--- config.mk ---
export PLATFORM = sky130hd
export DESIGN_NAME = axis_stream_sink
export DESIGN_NICKNAME = d
export VERILOG_FILES = /design/src/rtl/axis_stream_sink.sv
export SDC_FILE = /design/constraint.sdc
export NUM_CORES = 1
export LEC_CHECK = 0
export BUFFER_PORTS_ARGS = -buffer_cell sky130_fd_sc_hd__buf_4
export CAP_MARGIN = 20
export CORE_ASPECT_RATIO = 1.75
export CORE_MARGIN = 8
export CORE_UTILIZATION = 49
export DETAILED_ROUTE_END_ITERATION = 8
export GPL_TIMING_DRIVEN = 0
export PLACE_DENSITY_LB_ADDON = 0.05
export SETUP_SLACK_MARGIN = 0.15
export SKIP_CTS_REPAIR_TIMING = 1
export SLEW_MARGIN = 20
export SYNTH_ARGS = -nofsm -noshare
export SYNTH_HDL_FRONTEND = slang
export SYNTH_SLANG_ARGS = --single-unit
--- constraint.sdc ---
create_clock -name S_AXIS_ACLK -period 17.45 [get_ports S_AXIS_ACLK]
set_input_delay 0.8725 -clock S_AXIS_ACLK [delete_from_list [all_inputs] [get_ports S_AXIS_ACLK]]
set_output_delay 0.8725 -clock S_AXIS_ACLK [all_outputs]
set_load 0.02 [all_outputs]
--- src/rtl/axis_stream_sink.sv ---
// axis_stream_sink: AXI4-Stream endpoint for the DMA MM2S output.
// Incoming beats are buffered in a small FIFO and drained into a checker.
// The checker counts beats and packets, builds a per-packet additive checksum
// and compares each beat against an incrementing pattern.
// Optional feature macro: AXIS_SINK_THROTTLE_EN adds a throttle[3:0] input that
// slows the drain to at most one pop every throttle+1 cycles.
module axis_stream_sink #(
  parameter int DATA_WIDTH = 32,
  parameter int FIFO_DEPTH = 8,
  parameter int CNT_WIDTH  = 32
) (
  input  logic                          S_AXIS_ACLK,
  input  logic                          S_AXIS_ARESET,
  input  logic [DATA_WIDTH-1:0]         S_AXIS_TDATA,
  input  logic [DATA_WIDTH/8-1:0]       S_AXIS_TSTRB,
  input  logic                          S_AXIS_TLAST,
  input  logic                          S_AXIS_TVALID,
  output logic                          S_AXIS_TREADY,
  input  logic                          clear,
  input  logic                          check_en,
  input  logic [DATA_WIDTH-1:0]         expect_base,
`ifdef AXIS_SINK_THROTTLE_EN
  input  logic [3:0]                    throttle,
`endif
  output logic [CNT_WIDTH-1:0]          beat_count,
  output logic [CNT_WIDTH-1:0]          pkt_count,
  output logic [DATA_WIDTH-1:0]         last_checksum,
  output logic                          pkt_done,
  output logic                          mismatch,
  output logic [CNT_WIDTH-1:0]          err_beat,
  output logic [$clog2(FIFO_DEPTH):0]   fifo_level
);

  localparam int STRB_WIDTH  = DATA_WIDTH / 8;
  localparam int ADDR_WIDTH  = $clog2(FIFO_DEPTH);
  localparam int LVL_WIDTH   = ADDR_WIDTH + 1;
  // The strobe travels with the beat so the pattern compare can mask the
  // expected value the same way the data was masked on entry.
  localparam int ENTRY_WIDTH = 1 + STRB_WIDTH + DATA_WIDTH;

  localparam logic [LVL_WIDTH-1:0]  LVL_ONE  = 1;
  localparam logic [LVL_WIDTH-1:0]  LVL_FULL = LVL_WIDTH'(FIFO_DEPTH);
  localparam logic [ADDR_WIDTH-1:0] ADDR_ONE = 1;
  localparam logic [CNT_WIDTH-1:0]  CNT_ONE  = 1;
  localparam logic [DATA_WIDTH-1:0] DATA_ONE = 1;

  // Zero every byte whose strobe bit is low.
  function automatic logic [DATA_WIDTH-1:0] apply_strb(
    input logic [DATA_WIDTH-1:0] data,
    input logic [STRB_WIDTH-1:0] strb
  );
    logic [DATA_WIDTH-1:0] res;
    res = '0;
    for (int b = 0; b < STRB_WIDTH; b++) begin
      res[b*8 +: 8] = strb[b] ? data[b*8 +: 8] : 8'h00;
    end
    return res;
  endfunction

  logic [ENTRY_WIDTH-1:0] mem [FIFO_DEPTH];
  logic [ADDR_WIDTH-1:0]  wr_ptr;
  logic [ADDR_WIDTH-1:0]  rd_ptr;
  logic [LVL_WIDTH-1:0]   level_q;
  logic [LVL_WIDTH-1:0]   level_next;
  logic                   tready_q;
  logic                   push;
  logic                   pop;
  logic                   drain_ok;

  logic [ENTRY_WIDTH-1:0] rd_entry;
  logic [DATA_WIDTH-1:0]  pop_data;
  logic [STRB_WIDTH-1:0]  pop_strb;
  logic                   pop_last;
  logic [DATA_WIDTH-1:0]  expected_beat;
  logic                   beat_ok;
  logic [DATA_WIDTH-1:0]  acc_q;
  logic [DATA_WIDTH-1:0]  idx_q;
  logic [DATA_WIDTH-1:0]  acc_sum;

  assign S_AXIS_TREADY = tready_q;
  assign fifo_level    = level_q;

  assign push = S_AXIS_TVALID & tready_q & ~clear;
  assign pop  = (level_q != '0) & drain_ok & ~clear;

  assign rd_entry      = mem[rd_ptr];
  assign pop_last      = rd_entry[ENTRY_WIDTH-1];
  assign pop_strb      = rd_entry[DATA_WIDTH +: STRB_WIDTH];
  assign pop_data      = rd_entry[DATA_WIDTH-1:0];
  assign expected_beat = apply_strb(expect_base + idx_q, pop_strb);
  assign beat_ok       = (pop_data == expected_beat);
  assign acc_sum       = acc_q + pop_data;

`ifdef AXIS_SINK_THROTTLE_EN
  logic [3:0] thr_cnt;

  assign drain_ok = (thr_cnt == 4'd0);

  // Drain throttle: reload on every pop, then count down to the next pop slot.
  always_ff @(posedge S_AXIS_ACLK or posedge S_AXIS_ARESET) begin
    if (S_AXIS_ARESET) begin
      thr_cnt <= 4'd0;
    end else if (clear) begin
      thr_cnt <= 4'd0;
    end else if (pop) begin
      thr_cnt <= throttle;
    end else if (thr_cnt != 4'd0) begin
      thr_cnt <= thr_cnt - 4'd1;
    end
  end
`else
  assign drain_ok = 1'b1;
`endif

  // Next FIFO occupancy; clear empties the FIFO outright.
  always_comb begin
    level_next = level_q;
    if (clear) begin
      level_next = '0;
    end else begin
      case ({push, pop})
        2'b10:   level_next = level_q + LVL_ONE;
        2'b01:   level_next = level_q - LVL_ONE;
        default: level_next = level_q;
      endcase
    end
  end

  // FIFO storage write; the entry holds {last, strobe, masked data}.
  always_ff @(posedge S_AXIS_ACLK) begin
    if (push) begin
      mem[wr_ptr] <= {S_AXIS_TLAST, S_AXIS_TSTRB,
                      apply_strb(S_AXIS_TDATA, S_AXIS_TSTRB)};
    end
  end

  // FIFO pointers, level and the registered ready that looks at next level.
  always_ff @(posedge S_AXIS_ACLK or posedge S_AXIS_ARESET) begin
    if (S_AXIS_ARESET) begin
      wr_ptr   <= '0;
      rd_ptr   <= '0;
      level_q  <= '0;
      tready_q <= 1'b0;
    end else if (clear) begin
      wr_ptr   <= '0;
      rd_ptr   <= '0;
      level_q  <= '0;
      tready_q <= 1'b0;
    end else begin
      if (push) begin
        wr_ptr <= wr_ptr + ADDR_ONE;
      end
      if (pop) begin
        rd_ptr <= rd_ptr + ADDR_ONE;
      end
      level_q  <= level_next;
      tready_q <= (level_next < LVL_FULL);
    end
  end

  // Checker: counts, checksum, pattern compare and packet completion pulse.
  always_ff @(posedge S_AXIS_ACLK or posedge S_AXIS_ARESET) begin
    if (S_AXIS_ARESET) begin
      beat_count    <= '0;
      pkt_count     <= '0;
      last_checksum <= '0;
      pkt_done      <= 1'b0;
      mismatch      <= 1'b0;
      err_beat      <= '0;
      acc_q         <= '0;
      idx_q         <= '0;
    end else if (clear) begin
      beat_count    <= '0;
      pkt_count     <= '0;
      last_checksum <= '0;
      pkt_done      <= 1'b0;
      mismatch      <= 1'b0;
      err_beat      <= '0;
      acc_q         <= '0;
      idx_q         <= '0;
    end else begin
      pkt_done <= 1'b0;
      if (pop) begin
        beat_count <= beat_count + CNT_ONE;
        if (check_en && !beat_ok) begin
          mismatch <= 1'b1;
          if (!mismatch) begin
            err_beat <= beat_count;
          end
        end
        if (pop_last) begin
          last_checksum <= acc_sum;
          acc_q         <= '0;
          idx_q         <= '0;
          pkt_count     <= pkt_count + CNT_ONE;
          pkt_done      <= 1'b1;
        end else begin
          acc_q <= acc_sum;
          idx_q <= idx_q + DATA_ONE;
        end
      end
    end
  end

endmodule
* Word level (Yosys, flattened, before mapping)
Memories as Yosys holds them, arrays and structs flattened.
Index checks and enable logic that the tools add are counted.
** Operators by class
- Multipliers :: 0
- Add/subtract/negate cells :: 9
- Shift operators :: 0
- $lt $le $gt $ge :: 1
- Equality and inequality tests :: 4
- Multiplexer cells :: 42
- Bitwise gates (word level) :: 4
- Div/mod/pow operators :: 0
- Reduce and logical (&&, ||, !) cells :: 10
** Operator list (number)
- $mux 32 :: 18
- $add 32x1->32 const B :: 3
- $add 32x32->32 :: 2
- $mux 8 :: 8
- $eq 32x32->1 :: 1
- $mux 3 :: 4
- $mux 1 :: 9
- $mux 4 :: 2
- $pmux 4 s2 :: 1
- $reduce_bool 2->1 :: 4
- $add 3x1->3 const B :: 2
- $add 4x1->4 const B :: 1
- $lt 4x4->1 const B :: 1
- $reduce_and 2->1 :: 2
- $reduce_bool 4->1 :: 1
- $sub 4x1->4 const B :: 1
- $and 1x1->1 :: 3
- $reduce_and 3->1 :: 1
- $eq 2x1->1 const B :: 1
- $eq 2x2->1 const B :: 1
- $ne 2x2->1 const B :: 1
- $logic_and 1x1->1 :: 1
- $logic_not 1->1 :: 1
- $not 1->1 :: 1
** Storage, ports and cells
- Register bits after elaboration :: 205
- Logic and storage cells :: 83
- Latch bits :: 0
- Output and inout bits :: 135
- Bits of input ports :: 74
- RAM bits :: 296
- Memories kept :: 1
- ROM bits :: 0
** Memories
- mem :: words 8, width 37, read ports 1, clocked after memory_dff 0, write ports 1, RTL line 60 : logic [ENTRY_WIDTH-1:0] mem [FIFO_DEPTH];

* Depth between registers and ports, before layout
Gate-level depths: netlist of run 1.
- Depth in word-level cells :: 8
- Mapped depth :: 21
- Depth with buffers taken out :: 17

* Worst setup path after synthesis of run 1
OpenSTA, ideal clock, no wires.
- Path kind :: reg2reg
- From :: reg rd_ptr[1]
- To :: reg last_checksum[30]
- Data required time :: 17.329 ns
- Setup slack :: 12.430 ns
- Stages on the path, launching flop included :: 20
- Arrival :: 4.899 ns
- Setup time :: 0.121 ns
- Buffers on the path :: 4
- Clock period less this slack :: 5.020 ns
- Cells stage by stage :: dfrtp_1 > buf_6 > buf_2 > buf_4 > buf_2 > mux4_2 > mux2_2 > ha_1 > a21o_1 > a21oi_1 > nor2b_1 > o22ai_1 > nor2_1 > o41ai_1 > o32ai_1 > a221oi_1 > o21a_1 > o21ai_0 > xor2_1 > a22o_1
** On the way
- Cells in the longest elaborated chain, start to end :: 5
- Elaborated cells between the ends (all ways) :: 7
- Those cells by class :: 1 x add/sub; 3 x mux; 2 x reduce/logical; 1 x memory
** RTL lines
- start, declared :: RTL line 62 : logic [ADDR_WIDTH-1:0] rd_ptr;
- start signal, assigned :: RTL line 154 : rd_ptr <= rd_ptr + ADDR_ONE;
- $mem_v2 8x37 (*)
- $add 32x32->32 :: RTL line 92 : assign acc_sum = acc_q + pop_data;
- $mux 32 :: RTL line 191 : if (pop_last) begin
- $mux 32 :: RTL line 183 : if (pop) begin
- $mux 32 :: RTL line 172 : end else if (clear) begin
- end signal, assigned :: RTL line 192 : last_checksum <= acc_sum;
- end, declared :: RTL line 27 : output logic [DATA_WIDTH-1:0] last_checksum,
Mark *: on every way between the ends. The rest lies on a longest branch, timed or not. The select of a mux whose other input is x is not followed.
A chain may end at the register's enable or synchronous reset.

* Worst setup path after layout of run 1
- From :: reg rd_ptr[2]
- To :: reg last_checksum[30]
Same word-level chain as after synthesis.

==> results of run 1 <==
==> worst max-delay path by stage <==
stage	from	end	cells past startpoint
final	rd_ptr[2]$_DFFE_PP0P_	last_checksum[30]$_DFFE_PP0P_	19
after global routing	rd_ptr[1]$_DFFE_PP0P_	acc_q[30]$_DFFE_PP0P_	20
after CTS	rd_ptr[2]$_DFFE_PP0P_	last_checksum[30]$_DFFE_PP0P_	19
after detailed placement	rd_ptr[2]$_DFFE_PP0P_	acc_q[30]$_DFFE_PP0P_	19
after global placement	S_AXIS_ARESET	idx_q[23]$_DFFE_PP0P_	2
after floorplan	S_AXIS_ARESET	S_AXIS_TREADY$_DFF_PP0_	1
==> state kept, by name (all words and copies together), names as in the netlist <==
register       count
S_AXIS_TREADY      1
idx_q             32
mismatch           1
beat_count        32
err_beat          32
last_checksum     32
mem              296
fifo_level         4
acc_q             32
pkt_done           1
pkt_count         32
wr_ptr             3
rd_ptr             3
==> worst max-delay path: stages (launching register included) <==
cell      delay [ps]
dfrtp_1          330
buf_2            310
buf_2            330
clkbuf_1         730
mux4_2           420
mux2i_1          660
inv_1            230
fa_1             490
a21o_1           180
a21oi_1          210
nor2b_1          100
o22ai_1          250
nor2_1           120
o41ai_1          670
o32ai_1          280
a221oi_1         550
o21a_1           280
o21ai_0          130
xor2_1           170
a22o_1           210
==> report_power, final <==
part           internal, mW  switching (mW)  total [mW]  leakage, nW
combinational        0.0488          0.0932       0.142         5.42
clock                 0.576           0.460        1.04        0.754
sequential             1.26         0.00346        1.27         5.57
total                  1.89           0.557        2.45         11.7
==> placed cells by master, fill, tap and decap left out, types with 8 or more instances in the layout <==
cell         n
buf_4      225
o21ai_0     72
a31oi_1      9
xor2_1      79
o21a_1      13
buf_16       8
a22o_1      86
mux4_2      63
o211ai_1    10
nand3_1     60
a211oi_1    14
buf_6       11
nor3_1      29
clkinv_2     8
clkbuf_1    51
o21bai_1     8
mux2_2      51
nand2_1    133
a21oi_1     84
and2_1      39
clkbuf_16   48
nor2b_1     14
a21o_1      20
edfxtp_1   296
dfrtp_1    205
nor4b_1      9
mux2i_1     41
or3_1       21
inv_1       46
o22ai_1     11
xnor2_1     56
nor2_1     164
and3_1      32
buf_2       14
nand2b_1    14
ha_1        71
nand4_1     29
buf_1        9
==> layout make-up <==
cell class	instances	area [µm²]	share of cell area, %
timing repair buffer	234	1994	6.787
sequential	501	14020	47.70
clock inverter	22	229.0	0.7792
buffer	79	407.9	1.388
tap	666	833.3	2.836
multi-input combinational	1359	10400	35.39
inverter	49	191.4	0.6514
clock buffer	64	1311	4.462
==> cells by family after synthesis <==
group	count (synthesis)	share of synthesized area [%]
muxes	157	9.781
DFF	501	56.17
AOI/OAI and AO/OA	405	11.56
and+or+nand+nor	588	11.58
adders and majority gates	74	3.800
buffers and inverters	128	2.371
xor gates and xnor gates	135	4.738
==> per-stage QoR <==
step,hold WS [ps],instances,power [mW],setup slack [ps]
finish,248.3,2974,2.445,10640
global route,255.9,2974,2.519,10270
CTS,230.5,2974,2.468,10610
detailed placement,481.1,2888,1.434,10630
global placement,471.5,2862,1.429,8570
floorplan,456.3,1988,1.372,10980
==> routing by layer <==
layer	up-vias	global-route usage [%]	routed length, µm
li1	8091	-	-
met1	8917	26.69	26950
met2	589	45.21	38620
met3	214	4.169	3743
met4	0	17.45	5552
met5	-	0	0
==> impl_metrics.json, run 1 <==
{
  "setup_violations": 0,
  "synth_common_cells": "296 x edfxtp_1, 205 x dfrtp_1, 170 x nor2_1",
  "cts.sinks": 501,
  "status": "finished, final reports clean",
  "chipWidth_um": 186.6,
  "critPathCaptureType": "register",
  "grt_overflow_total": 0,
  "routed_wl_mm": 74.86,
  "clock_path_buffers": 3,
  "final.setup_skew_ps": 17.32,
  "synth_seq_cells": 501,
  "reg2reg_depth": 19,
  "r2r_slack_ps": 10640,
  "viasPerCell": 5.989,
  "hpwl_mm": 57.17,
  "worst_slew_pin_slew_ps": 1079,
  "fin_util_pct": 58.24,
  "port_buffers": 208,
  "critical_path_class": "register to register",
  "grt_first_pass_wirelength_mm": 113.1,
  "worstPathMaxFanout": 10,
  "cts_buffers": 47,
  "clk_pin_slew_worst_paths_ps": 70,
  "critPathRequiredTime_ps": 17930,
  "netlist_top_cells_area": "edfxtp_1 36%, dfrtp_1 21%, mux4_2 5.7%",
  "power_density_nw_per_um2": 83.20,
  "slew_headroom_pct": 28.05,
  "arrival_ps": 7290,
  "fill_cells": 4223,
  "slew_viol_final": 0,
  "synth_cell_types": 89,
  "dieArea_um2": 58690,
  "cts_tree": "built",
  "synth_top_area_cell": "edfxtp_1",
  "dr.pass1.iters": 7,
  "synthArstFlopShare_pct": 40.92,
  "rows": 109,
  "synth_edf_count": 296,
  "syn-cell-area_um2": 24960,
  "ctsRootBufferMaster": "clkbuf_16",
  "yosysMostFrequentCell": "edfxtp_1",
  "diodes": 0,
  "grt_max_degree": 99,
  "grtUsageTotal_pct": 25.16,
  "wl_per_cell_um": 25.17,
  "finalCritPeriodShare_pct": 39.03,
  "max_clock_freq_ghz": 0.1468,
  "rsz0062_at_grt": "no",
  "yosysWarnings": 0,
  "fin_area_um2": 29390,
  "coreArea_um2": 50460,
  "gp_congestion": 0.9593,
  "first_iter_violations": 1185,
  "chipHeight_um": 314.5,
  "ys_seq_area_share_pct": 56.17,
  "syn-num-nets": 2136,
  "final_layout_size_suffix_gt1_share_pct": 20.67,
  "p_leak_nw": 11.74,
  "insertion_delay_ps": 590,
  "drv_cap": 0,
  "htreeDepth": 2,
  "antenna_found_initial": 0,
  "ant_nets": 0,
  "nNetsFinal": 2419,
  "syn_area_per_cell_um2": 12.55,
  "synth_flop_cell": "edfxtp_1",
  "reg2reg_from": "rd_ptr[2]$_DFFE_PP0P_",
  "synth.top_cell.area_share_pct": 35.62,
  "hp-class": "input port to asynchronous set/reset pin",
  "synth_cells": 1988,
  "num_vias": 17811,
  "fin_crit_ps": 6810,
  "placed_area_um2": 27850,
  "area_growth_pct": 17.75,
  "start_util_pct": 49.46,
  "start_kind": "register",
  "io_pins": 209,
  "setup_tns_ps": 0,
  "post-route-drc-count": 0,
  "r2r_end": "last_checksum[30]$_DFFE_PP0P_",
  "first_global_vias": 18335,
  "vdd_drop_max_uv": 81.97,
  "hold_viol": 0
}
Note: power is estimated with default switching activity, not from simulation.
==> run 2: changes to the inputs <==
ABC_AREA = 1   (was unset)
clock period = 6.3 ns   (was 17.45 ns; I/O delays follow)
==> impl_metrics.json, run 2 <==
{
  "setup_violations": 0,
  "critPathRequiredTime_ps": 6720,
  "wl_per_cell_um": 21.96,
  "setup_tns_ps": 0,
  "netlist_top_cells_area": "edfxtp_1 34%, dfrtp_1 20%, nand2_1 11%",
  "vdd_drop_max_uv": 243.7,
  "yosysWarnings": 0,
  "start_kind": "register",
  "cts_tree": "built",
  "final.setup_skew_ps": 26.44,
  "final_common_cell": "nand2_1",
  "cts.sinks": 501,
  "viasPerCell": 5.600,
  "worst_slew_pin_slew_ps": 1130,
  "chipWidth_um": 190.5,
  "synth_seq_cells": 501,
  "fin_util_pct": 57.96,
  "first_global_vias": 22878,
  "num_vias": 22731,
  "syn_area_per_cell_um2": 8.551,
  "insertion_delay_ps": 610,
  "grtUsageTotal_pct": 28.77,
  "syn-cell-area_um2": 26120,
  "yosysMostFrequentCell": "nand2_1",
  "grt_max_degree": 101,
  "synth_flop_cell": "edfxtp_1",
  "status": "finished, final reports clean",
  "hp-class": "input port to register",
  "max_clock_freq_ghz": 0.2108,
  "htreeDepth": 2,
  "synth_cells": 3054,
  "post-route-drc-count": 0,
  "power_density_nw_per_um2": 227.5,
  "grt_overflow_total": 0,
  "dieArea_um2": 61230,
  "fill_cells": 4807,
  "cts_buffers": 48,
  "nNetsFinal": 3483,
  "regArea_um2": 14020,
  "io_pins": 209,
  "slew_viol_final": 0,
  "power_mw": 6.985,
  "final_layout_size_suffix_gt1_share_pct": 12.03,
  "ys_seq_area_share_pct": 53.68,
  "ant_nets": 0,
  "most-common-layout-cells": "742 x nand2_1, 367 x inv_1, 363 x nor2_1",
  "synth_common_cells": "742 x nand2_1, 371 x nor2_1, 368 x inv_1",
  "routed_wl_mm": 89.14,
  "antenna_found_initial": 0,
  "synth_top_area_cell": "edfxtp_1",
  "diodes": 0,
  "p_leak_nw": 13.90,
  "critPathCaptureType": "register",
  "synth.top_cell.area_share_pct": 34.04,
  "rsz0062_at_grt": "no",
  "area_growth_pct": 17.57,
  "multi_input_area_um2": 10230,
  "fin_crit_ps": 4745,
  "drv_cap": 0,
  "synth_cell_types": 51,
  "chipHeight_um": 321.4,
  "largest_reg_flops": 296,
  "clk_pin_slew_worst_paths_ps": 70,
  "clock_path_buffers": 3,
  "ctsRootBufferMaster": "clkbuf_16",
  "start_util_pct": 49.30,
  "first_iter_violations": 1677,
  "syn-num-nets": 3202,
  "arrival_ps": 5160,
  "finalCritPeriodShare_pct": 75.32,
  "hold_viol": 0,
  "worstPathMaxFanout": 10,
  "max_flop_register": "mem",
  "grt_first_pass_wirelength_mm": 134.2,
  "rows": 112,
  "hpwl_mm": 67.95,
  "synthArstFlopShare_pct": 40.92,
  "dr.pass1.iters": 7,
  "slew_headroom_pct": 24.68,
  "synth_edf_count": 296,
  "port_buffers": 208,
  "coreArea_um2": 52970,
  "critical_path_class": "register to register",
  "gp_congestion": 0.9008
}
run 2: changes by cell type after synthesis, moves of 63 or more:
cell,change
nand2_1,+609
inv_1,+321
nor2_1,+201
nand3_1,+124
o21ai_0,+124
a22o_1,-81
o21ai_1,+64
mux4_2,-63
run 2: power by group:
group,internal (mW),switching [mW]
clock network,1.68,1.33
logic,0.136,0.329
registers,3.50,0.00948
run 2: final timing paths:
| path | endpoint | slack (ps) | startpoint | cells after the start |
|---|---|---|---|---|
| max in group asynchronous | beat_count[11]$_DFFE_PP0P_ | 4900 | S_AXIS_ARESET | 5 |
| hold / removal | mem[1][6]$_DFFE_PP_ | 110 | S_AXIS_TDATA[6] | 3 |
| min in group asynchronous | idx_q[5]$_DFFE_PP0P_ | 250 | S_AXIS_ARESET | 3 |
| hold reg to reg | pkt_count[31]$_DFFE_PP0P_ | 470 | pkt_count[31]$_DFFE_PP0P_ | 1 |
| setup / recovery | acc_q[31]$_DFFE_PP0P_ | 1560 | rd_ptr[2]$_DFFE_PP0P_ | 17 |
| setup reg to reg | acc_q[31]$_DFFE_PP0P_ | 1560 | rd_ptr[2]$_DFFE_PP0P_ | 17 |
run 2: cell type report:
type | count | area share (%)
buffer | 104 | 1.593
inverter | 384 | 4.719
multi-input combinational | 2065 | 33.30
tap | 684 | 2.787
timing repair buffer | 231 | 6.650
clock buffer | 64 | 4.372
clock inverter | 26 | 0.9169
sequential | 501 | 45.66
run 2: kinds of logic (layout without fill, tap and decap cells):
family / after synthesis / after routing / share of synthesized area, %
AND/OR/NAND/NOR: 1461 / 1461 / 23.33
flip-flops: 501 / 501 / 53.68
AO/OA/AOI/OAI: 495 / 495 / 10.79
buffers and inverters: 488 / 809 / 7.393
adder cells (fa/ha/maj): 74 / 74 / 3.632
XOR/XNOR: 35 / 35 / 1.174
run 2: through the flow:
stage | hold WS (ps) | area [µm²] | instances | setup WS, ps
2_1_floorplan | 413.9 | 26120 | 3054 | 389.2
3_3_place_gp | 455.0 | 28530 | 3946 | -2133
3_5_place_dp | 313.7 | 29010 | 3962 | 1598
4_1_cts | -319.3 | 30630 | 4052 | 1555
5_1_grt | 117.5 | 30700 | 4059 | 1201
6_report | 107.6 | 30700 | 4059 | 1555
run 2: per-layer routing:
metal,part of all wire [%],track usage (%)
met2,52,52.72
met4,6.5,17.81
met3,5.7,4.153
met1,36,30.44
met5,0,0
run 2: worst max-delay path, stage by stage (launching register included):
cell and delay, ps:
dfrtp_1 420, inv_1 120, clkbuf_1 720, clkbuf_1 560, nand2_1 130, o21ai_1 380
ha_1 410, a21oi_1 190, inv_1 80, a21oi_1 120, o21ai_0 90, a21oi_1 240
o21bai_1 170, a21oi_1 280, o21ai_0 150, or2_2 310, nand3_1 70, o21ai_0 100
==> run 3: changes to the inputs <==
clock period = 4.75 ns   (was 6.3 ns; I/O delays follow)
==> impl_metrics.json, run 3 (synthesis results as in run 2) <==
{
  "cts_tree": "built",
  "power_density_nw_per_um2": 304.0,
  "whs_ps": 35.32,
  "critPathCaptureType": "register",
  "drv_cap": 0,
  "fill_cells": 4801,
  "max_flop_register": "mem",
  "clk_pin_slew_worst_paths_ps": 70,
  "final.setup_skew_ps": 31.05,
  "path_cells": "buf_2 > buf_2 > buf_2 > nor2_1 > o22ai_1 > o21ai_1 > inv_2 > ha_1 > a21oi_1 > nor2_1 > nor2_1 > nor4_1 > a2111oi_0 > o21ai_0 > or2_2 > nand3_1 > o21ai_0",
  "power_mw": 9.387,
  "viasPerCell": 5.536,
  "max_clock_freq_ghz": 0.2239,
  "slowest_stage": "o21ai_1",
  "largest_reg_flops": 296,
  "crit_buf_inv": 4,
  "antenna_found_initial": 0,
  "first_global_vias": 22802,
  "r2r_end": "acc_q[31]$_DFFE_PP0P_",
  "cts_buffers": 48,
  "grt_max_degree": 35,
  "status": "finished, final reports clean",
  "wl_per_cell_um": 21.78,
  "hp-class": "input port to register",
  "critical_path_class": "register to register",
  "coreArea_um2": 52970,
  "port_buffers": 208,
  "slew_viol_final": 0,
  "num_vias": 22503,
  "setup_ws_ps": 283.8,
  "gp_congestion": 0.9177,
  "clock_path_buffers": 3,
  "most-common-layout-cells": "741 x nand2_1, 367 x inv_1, 363 x nor2_1",
  "r2r_slack_ps": 280,
  "finalCritPeriodShare_pct": 94.02,
  "io_pins": 209,
  "worstPathMaxFanout": 10,
  "rsz0062_at_grt": "no",
  "hp-start": "S_AXIS_TDATA[9]",
  "cts.sinks": 501,
  "final_common_cell": "nand2_1",
  "vdd_drop_max_uv": 488.5,
  "dieArea_um2": 61230,
  "hpwl_mm": 68.25,
  "p_leak_nw": 14.02,
  "first_iter_violations": 1450,
  "slew_headroom_pct": 26.79,
  "cpPeakStageDelay_ps": 770,
  "grt_overflow_total": 0,
  "fin_util_pct": 58.30,
  "ctsRootBufferMaster": "clkbuf_16",
  "insertion_delay_ps": 610,
  "reg2reg_from": "rd_ptr[0]$_DFFE_PP0P_",
  "fin_crit_ps": 4466,
  "ant_nets": 0,
  "dpl_worst_slack_ps": -188.8,
  "routed_wl_mm": 88.53,
  "hold_depth": 3,
  "arrival_ps": 4890,
  "start_kind": "register",
  "chipWidth_um": 190.5,
  "critPathTopFamily": "compound AO/OA/AOI/OAI gates",
  "rows": 112,
  "nNetsFinal": 3490,
  "area_growth_pct": 18.25,
  "final_layout_size_suffix_gt1_share_pct": 12.51,
  "htreeDepth": 2,
  "diodes": 0,
  "worst_slew_pin_slew_ps": 1098,
  "setup_violations": 0,
  "grt_first_pass_wirelength_mm": 133.8,
  "hold_viol": 0,
  "chipHeight_um": 321.4,
  "reg2reg_depth": 17,
  "min_to": "mem[5][9]$_DFFE_PP_",
  "grtUsageTotal_pct": 28.75,
  "critPathRequiredTime_ps": 5180,
  "dr.pass1.iters": 5,
  "post-route-drc-count": 0,
  "start_util_pct": 49.30
}
-- run 3: cell count changes in the layout (fill, tap and decap cells not counted), moves of 3 or more --
cell	change
buf_12	+8
buf_16	-3
bufinv_16	+3
clkbuf_1	-3
clkbuf_2	+5
clkinvlp_4	-8
o21ai_1	-4
o21ai_2	+4
-- run 3: routing by layer --
layer | global-route usage, % | vias to the layer above | part of all wire (%)
met4 | 17.12 | 0 | 6.1
met5 | 0 | - | 0
met2 | 53.38 | 726 | 53
li1 | - | 10786 | -
met3 | 4.446 | 227 | 5.4
met1 | 29.88 | 10764 | 36
-- run 3: layout make-up --
type                       count  area (µm²)  area share (%)
buffer                       104       498.0           1.613
clock buffer                  63        1319           4.270
clock inverter                26       354.1           1.147
inverter                     384        1445           4.680
multi-input combinational   2065       10250           33.18
sequential                   501       14020           45.40
tap                          684       855.8           2.771
timing repair buffer         238        2142           6.936
-- run 3: worst register-to-register path, stage by stage (launching register included) --
cell       delay (ps)
dfrtp_1           470
buf_2             260
buf_2             260
buf_2             260
nor2_1            140
o22ai_1           100
o21ai_1           770
inv_2             130
ha_1              390
a21oi_1           200
nor2_1             60
nor2_1            140
nor4_1             70
a2111oi_0         280
o21ai_0           280
or2_2             350
nand3_1            60
o21ai_0           100
-- run 3: per-stage QoR --
stage               cells  TNS (ps)  area [µm²]
detailed placement   3969    -284.6       29110
CTS                  4058    -419.9       30780
finish               4065         0       30880
global placement     3946   -123460       28540
global route         4065         0       30880
floorplan            3054         0       26120
-- run 3: where the power goes --
group          internal (mW)  switching [mW]  leakage [nW]
registers               4.65          0.0125          5.56
logic                  0.185           0.435          7.64
clock network           2.36            1.75         0.822
-- run 3: worst max-delay path by stage --
stage	from	endpoint	slack, ps	depth (start not counted)
floorplan	rd_ptr[0]$_DFFE_PP0P_	acc_q[26]$_DFFE_PP0P_	1580	19
global placement	clear	mem[3][3]$_DFFE_PP_	-570	5
detailed placement	rd_ptr[2]$_DFFE_PP0P_	acc_q[31]$_DFFE_PP0P_	-190	17
CTS	rd_ptr[2]$_DFFE_PP0P_	acc_q[31]$_DFFE_PP0P_	-250	17
global route	rd_ptr[0]$_DFFE_PP0P_	acc_q[31]$_DFFE_PP0P_	160	17
finish	rd_ptr[0]$_DFFE_PP0P_	acc_q[31]$_DFFE_PP0P_	280	17
